[src/rtl/maindec_pkg.sv]
// maindec_pkg
//   Shared types and encodings for the multicycle MIPS main decoder:
//   FSM state enum, opcode values and the mux-select encodings driven
//   onto the datapath (alusrcb, pcsrc, aluop).
package maindec_pkg;

    typedef enum logic [3:0] {
        IDLE     = 4'd0,
        FETCH    = 4'd1,
        DECODE   = 4'd2,
        MEMADR   = 4'd3,
        MEMRD    = 4'd4,
        MEMWB    = 4'd5,
        MEMWR    = 4'd6,
        EXECUTE  = 4'd7,
        ALUWB    = 4'd8,
        BRANCH   = 4'd9,
        ADDIEXEC = 4'd10,
        ADDIWB   = 4'd11,
        JUMP     = 4'd12
    } state_t;

    localparam logic [5:0] OP_RTYPE = 6'b000000;
    localparam logic [5:0] OP_LW    = 6'b100011;
    localparam logic [5:0] OP_SW    = 6'b101011;
    localparam logic [5:0] OP_LB    = 6'b100000;
    localparam logic [5:0] OP_SB    = 6'b101000;
    localparam logic [5:0] OP_BEQ   = 6'b000100;
    localparam logic [5:0] OP_BNE   = 6'b000101;
    localparam logic [5:0] OP_ADDI  = 6'b001000;
    localparam logic [5:0] OP_J     = 6'b000010;

    localparam logic [1:0] SRCB_REGB   = 2'b00;
    localparam logic [1:0] SRCB_FOUR   = 2'b01;
    localparam logic [1:0] SRCB_IMM    = 2'b10;
    localparam logic [1:0] SRCB_IMMSH2 = 2'b11;

    localparam logic [1:0] PCSRC_ALURES = 2'b00;
    localparam logic [1:0] PCSRC_ALUOUT = 2'b01;
    localparam logic [1:0] PCSRC_JUMP   = 2'b10;

    localparam logic [1:0] ALUOP_ADD   = 2'b00;
    localparam logic [1:0] ALUOP_SUB   = 2'b01;
    localparam logic [1:0] ALUOP_FUNCT = 2'b10;

endpackage

[src/rtl/multicycle_maindec.sv]
// multicycle_maindec
//   Main decoder FSM for a multicycle MIPS datapath. Steps each instruction
//   through fetch/decode/execute/memory/writeback and handshakes with a
//   shared instruction/data memory (mem_req / mem_ready).
//
//   Ports
//     clk, reset     clock (rising edge), async active-low reset
//     op[5:0]        opcode from the instruction register
//     mem_ready      memory finishes the requested access this cycle
//     mem_req        memory access requested
//     iord .. aluop  datapath control strobes / mux selects
//     byte_enable    current data access is byte-wide (LB/SB)
//     illegal_op     one-cycle pulse in DECODE for an unsupported op
//     instr_done     one-cycle pulse in the last state of an instruction
//
//   state    | meaning
//   ---------+-------------------------------------------------
//   IDLE     | after reset, everything quiet
//   FETCH    | read instruction, PC+4 (waits on mem_ready)
//   DECODE   | register read, branch target, dispatch on op
//   MEMADR   | compute load/store address
//   MEMRD    | data read (waits on mem_ready)
//   MEMWB    | write loaded data to register file
//   MEMWR    | data write (waits on mem_ready)
//   EXECUTE  | R-type ALU operation
//   ALUWB    | write R-type result to rd
//   BRANCH   | compare and conditionally update PC
//   ADDIEXEC | ADDI ALU operation
//   ADDIWB   | write ADDI result to rt
//   JUMP     | PC <= jump target
module multicycle_maindec
    import maindec_pkg::*;
#(
    parameter int SUPPORT_BNE  = 1,
    parameter int SUPPORT_BYTE = 1
) (
    input  logic       clk,
    input  logic       reset,
    input  logic [5:0] op,
    input  logic       mem_ready,
    output logic       mem_req,
    output logic       iord,
    output logic       irwrite,
    output logic       pcwrite,
    output logic       branch,
    output logic       bne,
    output logic       memwrite,
    output logic       regdst,
    output logic       memtoreg,
    output logic       regwrite,
    output logic       alusrca,
    output logic [1:0] alusrcb,
    output logic [1:0] pcsrc,
    output logic [1:0] aluop,
    output logic       byte_enable,
    output logic       illegal_op,
    output logic       instr_done
);

    state_t r_state;
    state_t w_next;
    logic   r_byte_q;

    logic   w_is_byte;
    logic   w_is_mem;
    logic   w_is_store;
    logic   w_is_branch;

    always_comb begin
        w_is_byte   = (SUPPORT_BYTE != 0) && ((op == OP_LB) || (op == OP_SB));
        w_is_mem    = (op == OP_LW) || (op == OP_SW) || w_is_byte;
        w_is_store  = (op == OP_SW) || ((SUPPORT_BYTE != 0) && (op == OP_SB));
        w_is_branch = (op == OP_BEQ) || ((SUPPORT_BNE != 0) && (op == OP_BNE));
    end

    always_ff @(posedge clk or negedge reset) begin
        if (!reset) begin
            r_state  <= IDLE;
            r_byte_q <= 1'b0;
        end else begin
            r_state <= w_next;
            if (r_state == DECODE) begin
                r_byte_q <= w_is_byte;
            end
        end
    end

    always_comb begin
        w_next = IDLE;
        case (r_state)
            IDLE:     w_next = FETCH;
            FETCH:    w_next = mem_ready ? DECODE : FETCH;
            DECODE: begin
                if (w_is_mem)              w_next = MEMADR;
                else if (op == OP_RTYPE)   w_next = EXECUTE;
                else if (w_is_branch)      w_next = BRANCH;
                else if (op == OP_ADDI)    w_next = ADDIEXEC;
                else if (op == OP_J)       w_next = JUMP;
                else                       w_next = FETCH;
            end
            MEMADR:   w_next = w_is_store ? MEMWR : MEMRD;
            MEMRD:    w_next = mem_ready ? MEMWB : MEMRD;
            MEMWB:    w_next = FETCH;
            MEMWR:    w_next = mem_ready ? FETCH : MEMWR;
            EXECUTE:  w_next = ALUWB;
            ALUWB:    w_next = FETCH;
            BRANCH:   w_next = FETCH;
            ADDIEXEC: w_next = ADDIWB;
            ADDIWB:   w_next = FETCH;
            JUMP:     w_next = FETCH;
            default:  w_next = IDLE;
        endcase
    end

    always_comb begin
        mem_req     = 1'b0;
        iord        = 1'b0;
        irwrite     = 1'b0;
        pcwrite     = 1'b0;
        branch      = 1'b0;
        bne         = 1'b0;
        memwrite    = 1'b0;
        regdst      = 1'b0;
        memtoreg    = 1'b0;
        regwrite    = 1'b0;
        alusrca     = 1'b0;
        alusrcb     = SRCB_REGB;
        pcsrc       = PCSRC_ALURES;
        aluop       = ALUOP_ADD;
        byte_enable = 1'b0;
        illegal_op  = 1'b0;
        instr_done  = 1'b0;
        case (r_state)
            FETCH: begin
                mem_req = 1'b1;
                alusrcb = SRCB_FOUR;
                // IR and PC only update on the cycle the fetch completes
                irwrite = mem_ready;
                pcwrite = mem_ready;
            end
            DECODE: begin
                alusrcb = SRCB_IMMSH2;
                if (!w_is_mem && (op != OP_RTYPE) && !w_is_branch &&
                    (op != OP_ADDI) && (op != OP_J)) begin
                    illegal_op = 1'b1;
                    instr_done = 1'b1;
                end
            end
            MEMADR: begin
                alusrca     = 1'b1;
                alusrcb     = SRCB_IMM;
                byte_enable = r_byte_q;
            end
            MEMRD: begin
                mem_req     = 1'b1;
                iord        = 1'b1;
                byte_enable = r_byte_q;
            end
            MEMWB: begin
                memtoreg    = 1'b1;
                regwrite    = 1'b1;
                byte_enable = r_byte_q;
                instr_done  = 1'b1;
            end
            MEMWR: begin
                mem_req     = 1'b1;
                iord        = 1'b1;
                memwrite    = 1'b1;
                byte_enable = r_byte_q;
                instr_done  = mem_ready;
            end
            EXECUTE: begin
                alusrca = 1'b1;
                alusrcb = SRCB_REGB;
                aluop   = ALUOP_FUNCT;
            end
            ALUWB: begin
                regdst     = 1'b1;
                regwrite   = 1'b1;
                instr_done = 1'b1;
            end
            BRANCH: begin
                alusrca    = 1'b1;
                aluop      = ALUOP_SUB;
                pcsrc      = PCSRC_ALUOUT;
                branch     = 1'b1;
                bne        = (op == OP_BNE);
                instr_done = 1'b1;
            end
            ADDIEXEC: begin
                alusrca = 1'b1;
                alusrcb = SRCB_IMM;
            end
            ADDIWB: begin
                regwrite   = 1'b1;
                instr_done = 1'b1;
            end
            JUMP: begin
                pcsrc      = PCSRC_JUMP;
                pcwrite    = 1'b1;
                instr_done = 1'b1;
            end
            default: ;
        endcase
    end

endmodule

[config.mk]
export PLATFORM = sky130hd
export DESIGN_NAME = multicycle_maindec
export DESIGN_NICKNAME = d
export VERILOG_FILES = /design/src/rtl/maindec_pkg.sv /design/src/rtl/multicycle_maindec.sv
export SDC_FILE = /design/constraint.sdc
export NUM_CORES = 1
export LEC_CHECK = 0
export CORE_MARGIN = 4
export CORE_UTILIZATION = 41
export CTS_CLUSTER_DIAMETER = 30
export DETAILED_ROUTE_END_ITERATION = 6
export PLACE_DENSITY = 0.84
export REMOVE_ABC_BUFFERS = 1
export SYNTH_ARGS = -nofsm -noshare
export SYNTH_HDL_FRONTEND = slang
export SYNTH_SLANG_ARGS = --single-unit
[constraint.sdc]
create_clock -name clk -period 1.8 [get_ports clk]
set_clock_uncertainty 0.1 [all_clocks]
set_input_delay 0.45 -clock clk [delete_from_list [all_inputs] [get_ports clk]]
set_output_delay 0.45 -clock clk [all_outputs]
set_load 0.02 [all_outputs]
==> results.cfg, run 1 <==
[clock_tree]
clk_path_buf_depth = 2
htreeDepth = 1
cts_buffers = 3
cts_sinks = 5
holdBufCountCts = 0
root_buffer = clkbuf_4

[outcome]
status = aborted with a tool error
lastStage = 5_1_grt
stop_error = [ERROR DPL-0038] Utilization greater than 100%, impossible to legalize

[placed_design]
dp_hpwl_mm = 1.99
port_buffers = 28
detailed_place.area_um2 = 1170
place_congestion = 0.841
placed_cells = 159

[logic_synthesis]
ys_seq_area_share_pct = 18.6
ys_warn_count = 0
synth_area_um2 = 674
synth.area.top_cells = dfrtp_1, nor2_1, buf_4
synth_seq_cells = 5
synth_top_area_share_pct = 18.6
synthCells = 90
synth_top_area_cell = dfrtp_1
yosys.cell_types.count = 43
postSynthAreaPerCell_um2 = 7.49

[die]
die_width_um = 48.6
start_util_pct = 44.3
die_h_um = 48.6
row_count = 14
ios = 29

[sta]
endpoint_type = primary output
worst_endpoint = instr_done

[global_route]
grt_max_degree = 16
[per-stage QoR]
| stage | hold WS (ps) | setup WS (ps) | utilization, % |
|---|---|---|---|
| after floorplan | 54.4 | -407 | - |
| after detailed placement | 499 | -916 | 76.5 |
| after CTS | 333 | -209 | 95.5 |
| after global placement | 492 | -873 | 76.5 |
[synth_stat cells (all sizes together)]
master and n:
a21boi 2, a21o 1, a21oi 4, a31oi 1, a41o 1, and2b 1
and3 2, buf 8, clkbuf 1, dfrtp 5, inv 1, mux2 1
mux2i 2, nand2 6, nand2b 4, nand3 2, nand3b 1, nand4 1
nand4bb 1, nor2 17, nor2b 3, nor3 3, nor3b 1, nor4 2
o211ai 4, o21a 1, o21ai 6, o22a 1, o22ai 1, o31ai 1
o41ai 1, or2 1, xnor2 2, xor2 1
[kinds of logic after synthesis]
kind of cell              Yosys count  share of synthesized area, %
xor gates and xnor gates            3                          3.90
buffers and inverters              10                          10.0
and+or+nand+nor                    45                          37.9
AOI/OAI and AO/OA                  24                          25.0
muxes                               3                          4.64
DFF                                 5                          18.6
[timing repair]
item,CTS
pin swaps,21
hold endpoints to repair,0
endpoints found under the setup margin,20
setup buffers,15
gates resized for setup,178
==> inputs of run 2 (changes only) <==
--- a/config.mk
+++ b/config.mk
@@ -5,11 +5,10 @@
 export SDC_FILE = /design/constraint.sdc
 export NUM_CORES = 1
 export LEC_CHECK = 0
-export CORE_MARGIN = 4
-export CORE_UTILIZATION = 41
-export CTS_CLUSTER_DIAMETER = 30
+export CORE_AREA = 4 4 65 67
 export DETAILED_ROUTE_END_ITERATION = 6
-export PLACE_DENSITY = 0.84
+export DIE_AREA = 0 0 69 71
+export PLACE_DENSITY_LB_ADDON = 0.15
 export REMOVE_ABC_BUFFERS = 1
 export SYNTH_ARGS = -nofsm -noshare
 export SYNTH_HDL_FRONTEND = slang
==> run 2 against run 1 <==
- the flow now finishes, with violations (setup timing)
- synthesized cell count is the same
- synthesized area did not move
==> results.cfg, run 2 <==
[outcome]
status = finished with violations
failed_checks = setup timing

[hold_path]
hp-class = input pin to asynchronous set/reset pin

[clock_tree]
cts_buffers = 3
cts_tree = built
cts_sinks = 5
holdBufCountCts = 0
path_clk_slew_ps = 40
clk_latency_ps = 220
root_buffer = clkbuf_8
clk_path_buf_depth = 2
htreeDepth = 1

[global_route]
grt_antenna_before_repair = 0
first_global_vias = 887
grt_pass1_wl_mm = 4.21
track_usage_pct = 10.5
grt_max_degree = 8
gr-total-overflow = 0

[detailed_routing]
num_vias = 925
routed_wl_mm = 2.83
wl_met3_um = 85
wl_met2_mm = 1.52
drt-initial-drc-count = 12
first_pass_iters = 4
route.detailed.drc = 0
wl_met1_mm = 1.22
top_layer_used = met3
postRouteAntennaNets = 0
via_per_inst = 4.38
wire_per_inst_um = 13.4

[placed_design]
port_buffers = 28
place_congestion = 0.776
detailed_place.area_um2 = 1180
dp_slack_ps = -952
dp_hpwl_mm = 1.91

[finish]
layout_commonest_cell = buf_4
mostFrequentLayoutCells = buf_4, buf_6, nor2_4, nor2_1, o21ai_1
multi_input_comb_area_um2 = 651
fillers = 387
reg.largest.list = r_state: 4 flops, r_byte_q: 1 flops
antenna-diode-count = 0
drive_above_1_share_pct = 69.9
largest_reg_flops = 4
syn2layout_area_growth_pct = 137
stdcell_area_um2 = 1600
regMostFlops = r_state
fin_nets = 173
seq_area_um2 = 129

[power_and_ir_drop]
comb_power_share_pct = 80.6
power.leakage_uw = 0.000721
switching_share_pct = 43.4
powerDensity_nw_per_um2 = 1330
switching_power_uw = 926
total_power_uw = 2130
p_int_uw = 1210
irDropWorstVdd_mv = 0.454
p_seq_share_pct = 9.8
p_clk_share_pct = 9.6

[worst_setup_path]
r2r_start = r_state[3]
reg2reg_depth = 7
end_kind = primary output
crit_start = r_state[3]
required_ps = 1250
cp_max_fo = 6
cp.arrival_ps = 1420
crit_type = register to primary output
cp-start-kind = register

[die]
start_util_pct = 18.6
row_count = 22
dieArea_um2 = 4900
ios = 29
core_um2 = 3630
die_h_um = 71
die_width_um = 69

[logic_synthesis]
synth_top_area_cell = dfrtp_1
synth_area_um2 = 674
postSynthAreaPerCell_um2 = 7.49
ys_seq_area_share_pct = 18.6
synth_edf_count = 0
synth-main-ff-cell = dfrtp_1
ys_warn_count = 0
yosysMostFrequentCell = nor2_1
yosys-top-cells-count = nor2_1, nand2_1, dfrtp_1, buf_4, o211ai_1
synth_seq_cells = 5
synthCells = 90
ys_async_sr_fraction_pct = 100
synth.area.top_cells = dfrtp_1, nor2_1, buf_4
synth_top_area_share_pct = 18.6
yosys.cell_types.count = 43

[sta]
slew_violations = 0
min_period_over_period_pct = 109
worst_slew_pin_slew_ps = 369
setup_slack_ps = -165
rsz0062_at_grt = yes
fmax_mhz = 509
fin_crit_ps = 1970
finalSetupViolations = 16
slew_headroom_pct = 75.2
finalHoldViolCount = 0

[job]
maxCapViolCount = 0
## run 2: cell counts after synthesis
Identical to the previous run, type by type.
## run 2: kinds of logic after synthesis
logic type             after synthesis  synth area share (%)
AND/OR/NAND/NOR                     45                  37.9
flip-flops                           5                  18.6
AO/OA/AOI/OAI                       24                  25.0
buffers and inverters               10                  10.0
multiplexers                         3                  4.64
XOR/XNOR                             3                  3.90
## run 2: power groups by stage
| stage | Sequential, µW | Combinational, µW | Clock, µW |
|---|---|---|---|
| final | 210 | 1720 | 205 |
| after global routing | 214 | 1810 | 223 |
| after CTS | 206 | 1470 | 210 |
| after detailed placement | 188 | 1210 | 0 |
| after global placement | 189 | 1220 | 0 |
| after floorplan | 258 | 509 | 0 |
## run 2: cell type report
class / count / area share [%]
Clock buffer: 4 / 2.82
Sequential cell: 5 / 8.07
Inverter: 1 / 0.235
Multi-Input combinational cell: 75 / 40.7
Tap cell: 48 / 3.76
Timing Repair Buffer: 78 / 44.4
## run 2: what timing repair did
action                     in CTS  in global routing
gates resized for setup       162                 44
pin swaps                      20                 18
buffers inserted               15                  6
setup endpoints to repair      23                 20
## run 2: stage by stage
stage          hold WS (ps)  std cells  setup TNS (ps)  utilization [%]
2_1_floorplan          54.4         81           -2530                -
3_3_place_gp            475        187          -10660             32.4
3_5_place_dp            480        187          -10860             32.4
4_1_cts                 360        206           -2410             39.7
5_1_grt                 387        211           -1940             44.0
6_report                356        211           -1010             44.0
## run 2: path summary, 6_finish.rpt
| kind | end | slack, ps |
|---|---|---|
| hold / removal | r_state[0] | 360 |
| hold reg to reg | r_state[2] | 480 |
| setup / recovery | instr_done | -170 |
| min in group clk | r_state[2] | 480 |
| max in group asynchronous | r_state[3] | 1030 |
| setup reg to reg | r_state[1] | 240 |
## run 2: critical path, cell delays in order (launching register included)
cell     delay, ps
dfrtp_2        480
buf_6          160
inv_1           80
o22ai_2         80
o21ai_1        150
o21ai_1         90
buf_4          160
## run 2: routing by layer
metal	vias to the layer above	global-route usage [%]
li1	467	-
met1	441	12.7
met2	17	18.9
met3	0	2.98
met4	0	1.30
met5	-	0
(Power assumes the default switching activity.)
